[src/rtl/fd_circle_buf.sv]
// fd_circle_buf: FAST-9 circle buffer.
// Collects one reference pixel (slot 0) and NUM_ADJ ring pixels (slots 1..NUM_ADJ), written one
// per cycle in any order. Once every slot is filled, the circle and a snapshot of the threshold
// register are moved into output registers and offered on a valid/ready handshake.
//
// Optional feature macro: FD_CIRCLE_DOUBLE_BUF_EN
//   defined   - filling continues while a circle is presented; a completed fill waits in the
//               bank until the presented circle is consumed, then transfers back-to-back.
//   undefined - writes are refused while a circle is presented.
//
// Ports:
//   clock, reset          rising-edge clock, asynchronous active-high reset
//   wrEn/regAddr/sramData slot write request, address and data
//   wrReady               a write is accepted this cycle
//   thresWe/thresIn       threshold register write
//   outValid/outReady     circle handshake
//   refPixel/adjPixel     presented circle (slot 1 in the adjPixel MSBs)
//   thres                 threshold snapshot taken with the circle
//   errAddr               sticky: a write used an address above NUM_ADJ
module fd_circle_buf #(
  parameter int unsigned PIXEL_W   = 8,
  parameter int unsigned NUM_ADJ   = 16,
  parameter int unsigned ADDR_W    = 5,
  parameter int unsigned THRES_RST = 30
) (
  input  logic                       clock,
  input  logic                       reset,
  input  logic                       wrEn,
  input  logic [ADDR_W-1:0]          regAddr,
  input  logic [PIXEL_W-1:0]         sramData,
  output logic                       wrReady,
  input  logic                       thresWe,
  input  logic [PIXEL_W-1:0]         thresIn,
  output logic                       outValid,
  input  logic                       outReady,
  output logic [PIXEL_W-1:0]         refPixel,
  output logic [NUM_ADJ*PIXEL_W-1:0] adjPixel,
  output logic [PIXEL_W-1:0]         thres,
  output logic                       errAddr
);

  typedef enum logic [0:0] {StFill, StPresent} state_e;

  state_e                       r_state, w_state_d;
  logic [PIXEL_W-1:0]           r_bank [NUM_ADJ+1];
  logic [PIXEL_W-1:0]           w_bank_d [NUM_ADJ+1];
  logic [NUM_ADJ:0]             r_fill_mask, w_mask_d;
  logic [PIXEL_W-1:0]           r_thres_reg;
  logic [PIXEL_W-1:0]           r_ref;
  logic [NUM_ADJ*PIXEL_W-1:0]   r_adj, w_adj_d;
  logic [PIXEL_W-1:0]           r_thres_out;
  logic                         r_err;
  logic                         w_acc, w_legal, w_full_d, w_load;

  assign w_acc   = wrEn && wrReady;
  assign w_legal = (regAddr <= ADDR_W'(NUM_ADJ));

`ifdef FD_CIRCLE_DOUBLE_BUF_EN
  // Stall only when a completed fill is waiting behind an unconsumed circle.
  assign wrReady = !((&r_fill_mask) && (r_state == StPresent) && !outReady);
`else
  assign wrReady = (r_state == StFill);
`endif

  // Bank and fill mask including the write accepted at this edge; illegal addresses match no slot.
  always_comb begin
    w_bank_d = r_bank;
    w_mask_d = r_fill_mask;
    for (int i = 0; i <= int'(NUM_ADJ); i++) begin
      if (w_acc && (regAddr == ADDR_W'(i))) begin
        w_bank_d[i] = sramData;
        w_mask_d[i] = 1'b1;
      end
    end
  end

  assign w_full_d = &w_mask_d;

  always_comb begin
    w_adj_d = '0;
    for (int i = 1; i <= int'(NUM_ADJ); i++) begin
      w_adj_d[(int'(NUM_ADJ) - i)*int'(PIXEL_W) +: PIXEL_W] = w_bank_d[i];
    end
  end

  // w_load: move the completed bank into the output registers at this edge.
  always_comb begin
    w_state_d = r_state;
    w_load    = 1'b0;
    unique case (r_state)
      StFill: begin
        if (w_full_d) begin
          w_load    = 1'b1;
          w_state_d = StPresent;
        end
      end
      StPresent: begin
        if (outReady) begin
`ifdef FD_CIRCLE_DOUBLE_BUF_EN
          if (w_full_d) begin
            w_load = 1'b1;
          end else begin
            w_state_d = StFill;
          end
`else
          w_state_d = StFill;
`endif
        end
      end
      default: w_state_d = StFill;
    endcase
  end

  always_ff @(posedge clock or posedge reset) begin
    if (reset) begin
      r_state <= StFill;
    end else begin
      r_state <= w_state_d;
    end
  end

  always_ff @(posedge clock or posedge reset) begin
    if (reset) begin
      for (int i = 0; i <= int'(NUM_ADJ); i++) begin
        r_bank[i] <= '0;
      end
      r_fill_mask <= '0;
    end else begin
      r_bank      <= w_bank_d;
      r_fill_mask <= w_load ? '0 : w_mask_d;
    end
  end

  always_ff @(posedge clock or posedge reset) begin
    if (reset) begin
      r_thres_reg <= PIXEL_W'(THRES_RST);
      r_ref       <= '0;
      r_adj       <= '0;
      r_thres_out <= PIXEL_W'(THRES_RST);
      r_err       <= 1'b0;
    end else begin
      if (thresWe) begin
        r_thres_reg <= thresIn;
      end
      // Snapshot uses the pre-edge register so a coincident threshold write hits the next circle.
      if (w_load) begin
        r_ref       <= w_bank_d[0];
        r_adj       <= w_adj_d;
        r_thres_out <= r_thres_reg;
      end
      if (w_acc && !w_legal) begin
        r_err <= 1'b1;
      end
    end
  end

  assign outValid = (r_state == StPresent);
  assign refPixel = r_ref;
  assign adjPixel = r_adj;
  assign thres    = r_thres_out;
  assign errAddr  = r_err;

endmodule

[config.mk]
export PLATFORM = sky130hd
export DESIGN_NAME = fd_circle_buf
export DESIGN_NICKNAME = d
export VERILOG_FILES = /design/src/rtl/fd_circle_buf.sv
export SDC_FILE = /design/constraint.sdc
export NUM_CORES = 1
export LEC_CHECK = 0
export CAP_MARGIN = 20
export CORE_UTILIZATION = 40
export DETAILED_ROUTE_END_ITERATION = 10
export DONT_BUFFER_PORTS = 1
export GPL_TIMING_DRIVEN = 0
export PLACE_DENSITY = 0.65
export SYNTH_ARGS = -nofsm -noshare
export SYNTH_HDL_FRONTEND = slang
export SYNTH_SLANG_ARGS = --single-unit
[constraint.sdc]
create_clock -name clock -period 12.2 [get_ports clock]
set_input_delay 2.44 -clock clock [delete_from_list [all_inputs] [get_ports clock]]
set_output_delay 2.44 -clock clock [all_outputs]
set_load 0.01 [all_outputs]
# Word level (Yosys, flattened, before mapping)

Index checks and enable logic that the tools add are counted.

Input port bits: 26
Memories: 0
Word-level logic and storage cells: 103
Memory bits (read-only): 0
Bits in latches: 0
Bits in writable memories: 0
Bits in registers: 307

Equal/unequal tests: 16
Shift-type cells: 0
Div/mod/pow operators: 0
Mux-type cells: 39
Bitwise operators: 1
$add $sub $neg: 0
Reductions and logical operators: 22
$lt $le $gt $ge: 1
Multipliers: 0

Operators by type and width:

| kind                                                                  | number |
|---|---|
| 8-bit 2-to-1 mux                                                      | 17 |
| 5-bit by 4-bit equality test with 1-bit output, second input constant | 8 |
| 5-bit by 3-bit equality test with 1-bit output, second input constant | 4 |
| 1-bit 2-to-1 mux                                                      | 20 |
| 1-bit logical AND                                                     | 19 |
| 17-bit 2-to-1 mux                                                     | 1 |
| 17-bit AND reduction                                                  | 1 |
| 5-bit by 2-bit equality test with 1-bit output, second input constant | 2 |
| 5-bit by 1-bit equality test with 1-bit output, second input constant | 1 |
| 5-bit equality test, second input constant                            | 1 |
| 5-bit <= comparator, second input constant                            | 1 |
| 5-bit zero test                                                       | 1 |
| 1-bit one-hot mux with 2 select lines                                 | 1 |
| 1-bit zero test                                                       | 1 |
| 1-bit inverter                                                        | 1 |

# Logic depth before layout (Yosys ltp)

Gate-level depths: netlist (run 1).

Depth after elaboration: 8
Mapped depth: 10
Depth with buffers taken out: 5

# Worst setup path after synthesis (run 1)

Ideal clock, no wire load.

Path type: input port to flip-flop
From: input port regAddr[1]
To: register r_adj[104] (netlist: adjPixel[104])
Arrival time: 4.253 ns
Path buffers: 4
Setup slack: 7.820 ns
Stages: 9
Cells stage by stage: buf_4 -> nor4_4 -> a31oi_1 -> a2111oi_0 -> and4_1 -> buf_4 -> buf_8 -> buf_8 -> mux2_1

Longest elaborated chain between the ends: 6

RTL lines:

| element                                                                | line | RTL |
|---|---|---|
| from (decl)                                                            | 29   | `input logic [ADDR_W-1:0] regAddr,` |
| 5-bit by 1-bit equality test with 1-bit output (tied with other cells) | 70   | `if (w_acc && (regAddr == ADDR_W'(i))) begin` |
| 1-bit logical AND                                                      | 70   |  |
| 1-bit 2-to-1 mux                                                       | 70   |  |
| 17-bit AND reduction                                                   | 77   | `assign w_full_d = &w_mask_d;` |
| 1-bit 2-to-1 mux                                                       | 92   | `if (w_full_d) begin` |
| 1-bit 2-to-1 mux                                                       | 90   | `unique case (r_state)` |
| to (signal assigned)                                                   | 148  | `r_adj <= w_adj_d;` |
| to (decl)                                                              | 50   | `logic [NUM_ADJ*PIXEL_W-1:0] r_adj, w_adj_d;` |

Several ways; a longest one is shown, not always the timed one.
A chain may end at the register's enable or synchronous reset.

# Worst setup path in the final report (run 1)

From: input port regAddr[1]
To: register r_adj[118] (netlist: adjPixel[118])

Same word-level chain as after synthesis.

==> impl_summary.txt, run 1 <==
----------------------------------------------------
[Synthesis]
  Cell variety after synth ... 40
  Async set or reset register ratio after synthesis ... 1.00
  Summed instance area of the synthesized netlist ... 11800 sq um
  Sequential element share of the synthesized area ... 0.651
  Seq cells post-synth ... 307
  Mean cell area of the mapped netlist ... 16.1 sq um
  Top cells by count, synth ... 299 x sky130_fd_sc_hd__dfrtp_1, 230 x sky130_fd_sc_hd__mux2_2, 53 x sky130_fd_sc_hd__mux2_1
  Top cell type's share of synthesized area ... 0.633
  Count of flip-flops with a built-in enable after synthesis ... 0
  Synth area leader ... sky130_fd_sc_hd__dfrtp_1
  Count of warnings emitted by yosys ... 0
  Number of nets in the synthesized netlist ... 760
  Number of instances in the synthesized netlist ... between 700 and 800
  Main flop type after synthesis ... sky130_fd_sc_hd__dfrtp_1
  Area contributors post-synth ... sky130_fd_sc_hd__dfrtp_1 63%, sky130_fd_sc_hd__mux2_2 22%, sky130_fd_sc_hd__mux2_1 5.1%, sky130_fd_sc_hd__dfstp_2 1.8%, sky130_fd_sc_hd__mux2_4 1.0%
  Library cell with the highest instance count after synthesis ... sky130_fd_sc_hd__dfrtp_1

[Floorplanning]
  Core box area ... around 29000 sq um
  Count of pins on the block boundary ... 173
  Chip height ... ~170 um
  Total number of placement rows ... 62
  Die span in x ... 174 um
  Initial Util ... 0.409
  Floorplan die area ... 30200 sq um

[Timing]
  Total count of max-transition violations in the final report ... 0
  Worst clock skew ... 0.0160 ns
  Final count of negative-setup-slack endpoints ... 0
  Clock period minus worst slack ... 4.29 ns
  Final total negative setup slack ... 0 ns
  Actual transition at the worst max-transition pin ... around 1.1 ns
  Setup repair after global routing missed its margin ... no
  Highest clock frequency the design can meet ... 233 MHz
  Number of hold violations in the final report ... 0
  Worst Setup Slack, final ... about 7.9 ns
  Ratio of final minimum period to clock period ... 0.351
  Relative slew margins ... 0.274

[Finish]
  Number of inserted filler cells in the final layout ... 2529
  Post-layout net count ... about 800
  Largest register FFs ... between 100 and 150
  Share of post-route cells with drive strength above 1 ... 0.415
  Most flops, register ... r_bank
  Seq. cell area ... 7690 sq um
  Layout overhead on the synthesized area ... 14.4%
  Final core utilization ... 0.468
  Total area of multi-input combinational cells ... roughly 3800 sq um

[Global route]
  Maximum number of pins on one net before global-route repair ... between 90 and 100
  GRT overflow ... 0
  Via count of the first global-routing pass ... 6315
  Wire length of the first global-routing pass ... about 40000 um
  Total Routing Usage GR ... 0.177
  Antenna violations before repair ... 2

[Clock tree]
  Hold-fix buffers at CTS ... 0
  Number of buffers on the longest clock path ... 3
  Number of sinks on the clock net ... 307
  Clk slew on worst S/H paths ... ~0.06 ns
  CTS tree ... done
  H-Tree Level Count ... 2
  Number of gates resized after cts ... 0
  Clk root buf ... sky130_fd_sc_hd__clkbuf_16
  CTS Buf Count ... 34
  Buffers inserted during post-CTS setup optimization ... 0
  Insertion delay of the later-clocked pin in the worst-skew pair ... between 0.5 and 0.6 ns

[Critical path]
  Critical path class ... in2reg
  Required time of the critical path ... 12.59 ns
  Crit path arrival time ... 4.67 ns
  CP max stage delay ... between 0.3 and 0.4 ns
  Category of the worst setup path capture point ... flip-flop
  Largest delay contributor family on the critical path ... buffers and inverters
  Number of buffer and inverter stages on the critical path ... 4
  Maximum net fanout on the critical path ... 10
  Critical Path Start Type ... primary input
  Slowest cell on the critical path ... sky130_fd_sc_hd__a2111oi_0
  Critical path cell sequence ... buf_4 > nor4_4 > a31oi_1 > a2111oi_0 > and4_1 > buf_4 > buf_8 > buf_6 > mux2_1
  Critical path's most frequent cell ... sky130_fd_sc_hd__buf_4

[Placement]
  Dpl ws ... 7.38 ns
  Count of port buffers added during placement ... 0
  Final estimated routing congestion in global placement ... 0.828
  Estimated wirelength of the detail-placed design ... roughly 17000 um

[Detailed routing]
  Routed Wire Length ... 26200 um
  Via total after detailed routing ... 6050
  Starting DRC count in detailed routing ... 204
  First-pass iteration count of the detailed router ... 4
  Drt wl/cell ... 22.2 um
  Via/cell ratio ... 5.12
  Post-DRT Antenna Nets ... 0
  # DRC ... 0

[Hold path]
  Hold/Removal Path Class ... reg2reg

[Status]
  Status ... finished clean

[Pwr]
  Leakage power ... 6.58 nW
  P per Cell Area ... 177 nW/um^2
  Peak VDD IR ... 120 uV

[Job]
  Max-capacitance violation count ... 0

----------------------------------------------------
[kinds of logic (layout without fill, tap and decap cells)]
group	after synthesis	count (layout)	synth area share
AO/OA/AOI/OAI	24	24	0.0132
buffers and inverters	48	110	0.0249
flip-flops	307	307	0.651
multiplexers	293	293	0.282
other	0	2	0
AND/OR/NAND/NOR	62	62	0.0292
[routing by layer]
metal | routed length (um) | share of wire | GRT usage
met2 | 12200 | 0.46 | 0.276
met4 | 515 | 0.020 | 0.0501
met5 | 0 | 0 | 0
met1 | 11300 | 0.43 | 0.231
met3 | 2190 | 0.084 | 0.0662
[per-stage QoR]
stage	hold WS, ns	cell area (sq um)	instances	power (W)
final	0.488	13500	1182	0.00239
after CTS	0.491	13500	1180	0.00243
after detailed placement	0.478	12400	1121	0.00139
after global routing	0.501	13500	1180	0.00249
after global placement	0.472	12300	1118	0.00138
after floorplan	0.460	11800	734	0.00134
[worst paths after layout]
| kind | start | end | slack (ns) | cells after the start |
|---|---|---|---|---|
| worst min register to register | r_bank[51] | r_bank[51] | 0.49 | 1 |
| max in group asynchronous | reset | adjPixel[44] | 8.84 | 4 |
| worst max register to register | outValid | adjPixel[118] | 9.43 | 8 |
| worst min-delay path | r_bank[51] | r_bank[51] | 0.49 | 1 |
| worst max-delay path | regAddr[1] | adjPixel[118] | 7.91 | 9 |
| min in group asynchronous | reset | refPixel[2] | 1.78 | 1 |
[placed cells by master (no fill, tap or decap), types with 3 or more instances in the layout]
cell                        netlist  final
sky130_fd_sc_hd__a21oi_1         11     11
sky130_fd_sc_hd__a41oi_1          3      3
sky130_fd_sc_hd__and3_1           5      5
sky130_fd_sc_hd__buf_16           0      3
sky130_fd_sc_hd__buf_2            4      4
sky130_fd_sc_hd__buf_4           11     11
sky130_fd_sc_hd__buf_6            6      6
sky130_fd_sc_hd__clkbuf_1        13     22
sky130_fd_sc_hd__clkbuf_16        0     37
sky130_fd_sc_hd__clkbuf_8         0      8
sky130_fd_sc_hd__dfrtp_1        299    299
sky130_fd_sc_hd__dfstp_2          8      8
sky130_fd_sc_hd__inv_1           12     11
sky130_fd_sc_hd__mux2_1          53     53
sky130_fd_sc_hd__mux2_2         230    230
sky130_fd_sc_hd__mux2_4           8      8
sky130_fd_sc_hd__nand2_1         13     13
sky130_fd_sc_hd__nand3_1          3      3
sky130_fd_sc_hd__nand4_1          3      3
sky130_fd_sc_hd__nor2_1          19     19
sky130_fd_sc_hd__nor2b_1          4      4
[layout make-up]
| class | count | share of cell area |
|---|---|---|
| timing repair buffer | 3 | 0.00611 |
| clock buffer | 54 | 0.0791 |
| inverter | 12 | 0.00389 |
| clock inverter | 5 | 0.00417 |
| buffer | 36 | 0.0184 |
| antenna | 2 | 0.000370 |
| tap | 384 | 0.0355 |
| sequential | 307 | 0.569 |
| multi-input combinational | 379 | 0.283 |
[power breakdown]
group / total (W) / internal, W / switching (W)
Clock: 0.00102 / 0.000622 / 0.000396
Combinational: 0.000193 / 0.0000994 / 0.0000940
Sequential: 0.00118 / 0.00113 / 0.0000453
No activity file was read; power rests on OpenSTA's default activity.
==> run 2, diff against run 1 <==
--- a/config.mk
+++ b/config.mk
@@ -10,7 +10,7 @@
 export DETAILED_ROUTE_END_ITERATION = 10
 export DONT_BUFFER_PORTS = 1
 export GPL_TIMING_DRIVEN = 0
-export PLACE_DENSITY = 0.65
+export PLACE_DENSITY = 0.67
 export SYNTH_ARGS = -nofsm -noshare
 export SYNTH_HDL_FRONTEND = slang
 export SYNTH_SLANG_ARGS = --single-unit
==> constraint.sdc (replaced) <==
create_clock -name clock -period 3.44 [get_ports clock]
set_input_delay 0.688 -clock clock [delete_from_list [all_inputs] [get_ports clock]]
set_output_delay 0.688 -clock clock [all_outputs]
set_load 0.01 [all_outputs]
==> impl_summary.txt, run 2 (synthesized netlist as in run 1, its figures left out) <==
----------------------------------------------------
[Finish]
  Area of all placed cells without fillers ... 13600 sq um
  Share of post-route cells with drive strength above 1 ... 0.422
  Layout overhead on the synthesized area ... 15.2%
  Most flops, register ... r_bank
  Seq. cell area ... ~7700 sq um
  Total area of multi-input combinational cells ... around 3800 sq um
  Most frequent standard cell in the layout excluding fill and tap cells ... sky130_fd_sc_hd__dfrtp_1
  Most frequent cells in the layout ... 299 x sky130_fd_sc_hd__dfrtp_1, 230 x sky130_fd_sc_hd__mux2_2, 53 x sky130_fd_sc_hd__mux2_1, 37 x sky130_fd_sc_hd__clkbuf_16, 21 x sky130_fd_sc_hd__clkbuf_1
  Number of inserted filler cells in the final layout ... around 2500
  Largest register FFs ... 136
  Post-layout net count ... 804

[Timing]
  Number of hold violations in the final report ... 0
  Ratio of final minimum period to clock period ... 0.833
  Actual transition at the worst max-transition pin ... 0.999 ns
  Final total negative setup slack ... 0 ns
  Clock period minus worst slack ... around 2.9 ns
  Highest clock frequency the design can meet ... around 350 MHz
  Worst clock skew ... 0.00828 ns
  Final count of negative-setup-slack endpoints ... 0
  Setup repair after global routing missed its margin ... no
  Total count of max-transition violations in the final report ... 0
  Relative slew margins ... 0.334

[Critical path]
  Critical path class ... reg2reg
  R2r endpoint ... adjPixel[87]
  Required time of the critical path ... 3.81 ns
  Worst reg-to-reg setup slack ... 0.57 ns
  Worst flop-to-flop path startpoint ... outValid
  Critical Path Start Type ... flip-flop
  Worst Reg-to-Reg Cells ... 8
  Maximum net fanout on the critical path ... 10
  Category of the worst setup path capture point ... flip-flop
  Crit path arrival time ... about 3.2 ns

[Global route]
  GRT overflow ... 0
  Antenna violations before repair ... 2
  Via count of the first global-routing pass ... 6267
  Total Routing Usage GR ... 0.177
  Maximum number of pins on one net before global-route repair ... between 40 and 50
  Wire length of the first global-routing pass ... 40400 um

[Placement]
  Estimated wirelength of the detail-placed design ... 17100 um
  Count of port buffers added during placement ... 0
  DP Area ... 12400 sq um
  Final estimated routing congestion in global placement ... 0.845

[Detailed routing]
  First-pass iteration count of the detailed router ... 4
  Routed Wire Length ... 26000 um
  Post-DRT Antenna Nets ... 0
  Starting DRC count in detailed routing ... 264
  # DRC ... 0
  Via/cell ratio ... slightly above 5
  Via total after detailed routing ... about 6100
  Drt wl/cell ... between 20 and 25 um

[Pwr]
  Peak VDD IR ... around 350 uV
  Leakage power ... 6.63 nW
  Total power after layout ... ~0.0086 W
  P per Cell Area ... 630 nW/um^2

[Clock tree]
  CTS tree ... done
  CTS Buf Count ... 35
  Clk root buf ... sky130_fd_sc_hd__clkbuf_16
  Number of buffers on the longest clock path ... 3
  Number of sinks on the clock net ... 307
  Clk slew on worst S/H paths ... 0.06 ns
  Buffers inserted during post-CTS setup optimization ... 0
  Number of gates resized after cts ... 0
  H-Tree Level Count ... 2
  Hold-fix buffers at CTS ... 0
  Insertion delay of the later-clocked pin in the worst-skew pair ... 0.50 ns

[Floorplanning]
  Initial Util ... 0.409
  Die span in x ... roughly 170 um
  Floorplan die area ... 30200 sq um
  Core box area ... around 29000 sq um
  Total number of placement rows ... 62
  Chip height ... around 170 um
  Count of pins on the block boundary ... 173

[Hold path]
  Hold/Removal Path Class ... in2async

[Job]
  Max-capacitance violation count ... 0

[Status]
  Status ... finished clean

----------------------------------------------------
run 2: power breakdown:
group          internal, W  leakage, nW  total (W)  switching, W
combinational     0.000358         2.03   0.000687      0.000329
sequential         0.00401         4.02    0.00417      0.000159
clock              0.00229        0.583    0.00372       0.00143
total              0.00666         6.63    0.00857       0.00191
run 2: area by class of cell:
cell class                      instances  area share
Sequential cell                       307       0.565
Multi-Input combinational cell        379       0.281
Clock buffer                           53      0.0783
Tap cell                              384      0.0353
Buffer                                 36      0.0183
Timing Repair Buffer                    7      0.0103
Clock inverter                         10     0.00763
Inverter                               12     0.00358
Antenna cell                            1    0.000184
run 2: worst max-delay path, cell delays in order, from the launching register on:
cell                        delay, ns
sky130_fd_sc_hd__dfrtp_1         0.52
sky130_fd_sc_hd__nor3b_2         0.43
sky130_fd_sc_hd__a41oi_1         0.18
sky130_fd_sc_hd__a2111oi_0       0.42
sky130_fd_sc_hd__and4_1          0.25
sky130_fd_sc_hd__buf_4           0.20
sky130_fd_sc_hd__buf_8           0.19
sky130_fd_sc_hd__buf_6           0.19
sky130_fd_sc_hd__mux2_1          0.35
run 2: worst max path at each step:
stage | startpoint | end | slack, ns | cells past startpoint
after global placement | reset | r_bank[31] | -2.94 | 1
after floorplan | reset | adjPixel[0] | -1.33 | 1
final | outValid | adjPixel[87] | 0.57 | 8
after detailed placement | regAddr[1] | adjPixel[87] | 0.31 | 9
after CTS | outValid | adjPixel[87] | 0.55 | 8
after global routing | outValid | adjPixel[87] | 0.26 | 8
run 2: through the flow:
stage                     utilization  instances  setup slack [ns]  hold WS (ns)
final                           0.472       1189             0.573         0.187
after detailed placement        0.431       1125             0.314         0.478
after floorplan                     -        734             -1.33         0.460
after global placement          0.426       1118             -2.94         0.471
after CTS                       0.472       1188             0.546         0.199
after global routing            0.472       1188             0.263         0.234
run 2: routing by layer:
metal / track usage / share of wire / vias to the layer above
met1: 0.245 / 0.44 / 3185
met4: 0.0391 / 0.016 / 0
met2: 0.273 / 0.46 / 149
met5: 0 / 0 / -
met3: 0.0568 / 0.076 / 36
li1: - / - / 2687
